## src/rtl/alu_op_sequencer.sv

```systemverilog
// Command sequencer for a 4-bit combinational ALU. It registers the operands and selects,
// waits a programmable settle time, then captures the 5-bit result for a downstream handshake.
module alu_op_sequencer #(
  parameter int unsigned SETTLE_CYCLES = 1,
  parameter int unsigned COUNT_W       = 8
) (
  input  logic               clk,
  input  logic               rst_n,
  input  logic               cmd_valid,
  output logic               cmd_ready,
  input  logic [2:0]         cmd_op,
  input  logic [3:0]         cmd_a,
  input  logic [3:0]         cmd_b,
  input  logic               cmd_chain,
  output logic [3:0]         alu_a,
  output logic [3:0]         alu_b,
  output logic               alu_s2,
  output logic               alu_s1,
  output logic               alu_s0,
  input  logic [4:0]         alu_y,
  output logic               res_valid,
  input  logic               res_ready,
  output logic [4:0]         res_y,
  output logic [2:0]         res_op,
  output logic               busy,
  output logic [COUNT_W-1:0] op_count
);

  typedef enum logic [1:0] {S_IDLE, S_SETTLE, S_OUT} state_t;

  localparam logic [3:0] SETTLE_LOAD = 4'(SETTLE_CYCLES - 1);

  state_t             r_state;
  logic [3:0]         r_settle;
  logic [3:0]         r_alu_a;
  logic [3:0]         r_alu_b;
  logic [2:0]         r_sel;
  logic [4:0]         r_res_y;
  logic [2:0]         r_res_op;
  logic               r_res_valid;
  logic [COUNT_W-1:0] r_count;
  // Only acc[3:0] is ever consumed (the carry bit is dropped on chaining), so only that is stored.
  logic [3:0]         r_acc;
  logic               r_acc_valid;

  always_ff @(posedge clk or negedge rst_n) begin
    if (!rst_n) begin
      r_state     <= S_IDLE;
      r_settle    <= '0;
      r_alu_a     <= '0;
      r_alu_b     <= '0;
      r_sel       <= '0;
      r_res_y     <= '0;
      r_res_op    <= '0;
      r_res_valid <= 1'b0;
      r_count     <= '0;
      r_acc       <= '0;
      r_acc_valid <= 1'b0;
    end else begin
      case (r_state)
        S_IDLE: begin
          if (cmd_valid) begin
            r_alu_a  <= (cmd_chain && r_acc_valid) ? r_acc : cmd_a;
            r_alu_b  <= cmd_b;
            r_sel    <= cmd_op;
            r_settle <= SETTLE_LOAD;
            r_state  <= S_SETTLE;
          end
        end
        S_SETTLE: begin
          if (r_settle != 4'd0) begin
            r_settle <= r_settle - 4'd1;
          end else begin
            r_res_y     <= alu_y;
            r_res_op    <= r_sel;
            r_acc       <= alu_y[3:0];
            r_acc_valid <= 1'b1;
            r_res_valid <= 1'b1;
            r_state     <= S_OUT;
          end
        end
        S_OUT: begin
          if (res_ready) begin
            r_res_valid <= 1'b0;
            r_count     <= r_count + 1'b1;
            r_state     <= S_IDLE;
          end
        end
        default: r_state <= S_IDLE;
      endcase
    end
  end

  assign cmd_ready = (r_state == S_IDLE);
  assign busy      = (r_state != S_IDLE);
  assign alu_a     = r_alu_a;
  assign alu_b     = r_alu_b;
  assign alu_s2    = r_sel[2];
  assign alu_s1    = r_sel[1];
  assign alu_s0    = r_sel[0];
  assign res_valid = r_res_valid;
  assign res_y     = r_res_y;
  assign res_op    = r_res_op;
  assign op_count  = r_count;

endmodule

```

## config.mk

```make
export PLATFORM = sky130hd
export DESIGN_NAME = alu_op_sequencer
export DESIGN_NICKNAME = d
export VERILOG_FILES = /design/src/rtl/alu_op_sequencer.sv
export SDC_FILE = /design/constraint.sdc
export NUM_CORES = 1
export LEC_CHECK = 0
export BUFFER_PORTS_ARGS = -buffer_cell sky130_fd_sc_hd__buf_2
export CAP_MARGIN = 30
export CORE_MARGIN = 1.5
export CORE_UTILIZATION = 45
export DETAILED_ROUTE_END_ITERATION = 6
export PLACE_DENSITY = 0.74
export SETUP_SLACK_MARGIN = 0.1
export SKIP_LAST_GASP = 1
export SYNTH_ARGS = -nofsm -noshare
export SYNTH_HDL_FRONTEND = slang
export SYNTH_SLANG_ARGS = --single-unit
export TNS_END_PERCENT = 100
```

## constraint.sdc

```tcl
create_clock -name clk -period 2 [get_ports clk]
set_input_delay 0.1 -clock clk [delete_from_list [all_inputs] [get_ports clk]]
set_output_delay 0.1 -clock clk [all_outputs]
set_load 0.01 [all_outputs]
```

==> run_results.csv <==
group,metric,value,unit
clock_network,post-cts-setup-buffers,0,
route,drt_pass1_iterations,4,
worst_setup_path,setup.worst_path.class,"flop to flop",
clock_network,cts_buffers,5,
route,drt_iter0_markers,26,
global_route,grt_usage,17.9,%
floorplan,die_h,61.9,um
sta,setup_ws,0.229,ns
floorplan,die-area,3830,sq um
yosys,yosys.area.top_type,"dfrtp_1",
sta,maxSlewViolCount,0,
final_layout,multi_input_area,646,sq um
yosys,synth_cell_type_count,32,
worst_setup_path,worstPathArrival,2.00,ns
yosys,syn_area,1560,sq um
final_layout,fill_cells,278,
floorplan,rows,21,
floorplan,coreArea,3340,sq um
yosys,netlist_top_cells_area,"dfrtp_1 56%, mux2_2 7.2%, mux2_4 6.7%",
place,place_congestion,0.712,
final_layout,final_net_count,213,
sta,hold_viol,0,
sta,timing.hold.ws,0.0608,ns
pwr,power_leakage,1.06,nW
yosys,synth_edf_count,0,
route,via_per_inst,5.00,
global_route,grt-ovfl-total,0,
global_route,grt_max_degree,36,
yosys,synth_top_area_share,56.2,%
sta,slew-limit-headroom,49.1,%
pwr,power.density,1420,nW/um^2
pwr,vdd_drop_max,0.595,mV
sta,rsz0062_at_grt,"false",
clock_network,root_buffer,"clkbuf_4",
final_layout,antenna_cells,0,
job,cap_violations,0,
yosys,yosysWarnings,0,
pwr,total_power,2.93,mW
global_route,grt_pass1_wl,4890,um
final_layout,seq_area,876,sq um
floorplan,start_util,46.7,%
route,wl,3250,um
yosys,ys_seq_area_share,56.2,%
clock_network,clkSinkCount,35,
floorplan,die_x,61.9,um
floorplan,ios,51,
yosys,synthCells,120,
clock_network,cts_tree,"done",
worst_setup_path,crit_fanout,11,
worst_setup_path,worstPathRequired,2.23,ns
hold_path,hold_class,"input pin to flop",
final_layout,drive_above_1_share,43.2,%
final_layout,stdcell_area,2070,sq um
yosys,ys.flop_type,"dfrtp_1",
place,dpl.hpwl,2220,um
place,placed_cells,214,
sta,finalCriticalPeriod,1.77,ns
route,num_vias,1180,
final_layout,fin_util,62.0,%
yosys,async_reset_ff_share,100,%
clock_network,insertion_delay,0.34,ns
final_layout,final_cells,236,
clock_network,clk_path_buf_depth,2,
sta,setup_viol,0,
worst_setup_path,start_kind,"flop",
sta,tns,0,ns
sta,max_freq,565,MHz
route,wire_per_inst,13.8,um
sta,min_period_over_period,88.6,%
place,place_ws,0.105,ns
place,dpl_cell_area,1850,sq um
worst_setup_path,critPathCaptureType,"flop",
final_layout,areaGrowthSynthToFinish,32.7,%
route,drcViolationCount,0,
run_status,outcome,"finished, final reports clean",
route,ant_nets,0,
clock_network,clk_pin_slew,0.11,ns
yosys,avgSynthCellArea,13.0,sq um
yosys,synth-seq-cells,35,
global_route,antenna_found_initial,0,
sta,finClkSkew,0.0178,ns
sta,worst_slew_pin_slew,0.763,ns
yosys,synthesis.nets,144,
place,port_buffers,50,
clock_network,htree_levels,2,
global_route,grt_pass1_vias,1091,
[Yosys cell counts, drive strengths merged, types with 3 or more instances]
| library cell | number |
|---|---|
| dfrtp | 35 |
| mux2 | 17 |
| nand2 | 8 |
| nand3 | 7 |
| a21oi | 5 |
| nor2 | 5 |
| buf | 4 |
| mux2i | 4 |
| nor3 | 4 |
| xor2 | 4 |
| ha | 3 |
| inv | 3 |
| xnor2 | 3 |
[final cells by class]
type,instances,share of cell area (%)
well taps,46,2.78
flip-flops and latches,35,42.3
clock inverters,1,0.363
clock buffers,7,3.15
inverters,3,0.544
repair buffers,66,19.6
multi-input cells,78,31.2
[power by group]
| group | leakage (nW) | switching [mW] | internal (mW) |
|---|---|---|---|
| Clock | 0.0375 | 0.235 | 0.205 |
| Sequential | 0.422 | 0.260 | 0.993 |
| Combinational | 0.597 | 0.560 | 0.678 |
| Total | 1.06 | 1.06 | 1.88 |
[what timing repair did]
item / CTS / global route
endpoints found under the hold margin: 47 / 1
endpoints found under the setup margin: 1 / 0
resized for setup: 1 / 0
hold buffers: 13 / 1
[per-layer routing]
metal / part of all wire (%) / wire, um / vias up / global-route usage (%)
li1: - / - / 559 / -
met1: 45 / 1450 / 575 / 21.7
met2: 49 / 1580 / 41 / 29.8
met3: 5.4 / 177 / 5 / 6.21
met4: 1.3 / 43 / 0 / 6.38
met5: 0 / 0 / - / 0
[critical path, cell delays in order, from the launching register on]
cell and delay (ns):
dfrtp_1 0.43, inv_1 0.10, ha_1 0.18, nor3b_4 0.35
nand3b_4 0.26, mux2_4 0.35
[final timing paths]
check                           slack [ns]  cells past startpoint     endpoint         from
worst max-delay path                  0.23                      5     res_y[3]  r_settle[0]
worst min-delay path                  0.06                      3     alu_a[1]     cmd_a[1]
worst max register to register        0.23                      5     res_y[3]  r_settle[0]
worst min register to register        0.47                      1  op_count[7]  op_count[7]
max in group asynchronous             1.14                      2  op_count[0]        rst_n
min in group asynchronous             0.35                      2     r_sel[2]        rst_n
[sequential cells by signal, summed over array words and instances (netlist names)]
signal,flops
r_sel,3
r_settle,4
res_op,3
alu_b,4
op_count,8
r_acc_valid,1
res_y,5
alu_a,4
r_state,2
res_valid,1
[logic make-up after synthesis]
logic type	share of synthesized area, %
AO/OA/AOI/OAI	3.29
XOR/XNOR	3.93
multiplexers	16.5
flip-flops	56.2
buffers and inverters	2.97
AND/OR/NAND/NOR	14.7
adder cells (fa/ha/maj)	2.41
[cell usage in the layout, fill, tap and decap left out, types with 2 or more instances in the layout]
cell type and instances:
mux2i_1 4, nor2_1 5, nor3_1 4, xor2_1 4, xnor2_1 3, nand2b_1 2, clkbuf_4 5, ha_1 3
mux2_4 7, dlygate4sd3_1 14, o21ai_0 2, buf_2 50, buf_4 2, nand3_1 7, nand2_1 8, clkbuf_8 2
inv_1 3, dfrtp_1 35, a21oi_1 5, mux2_2 10
(Power assumes the default switching activity.)
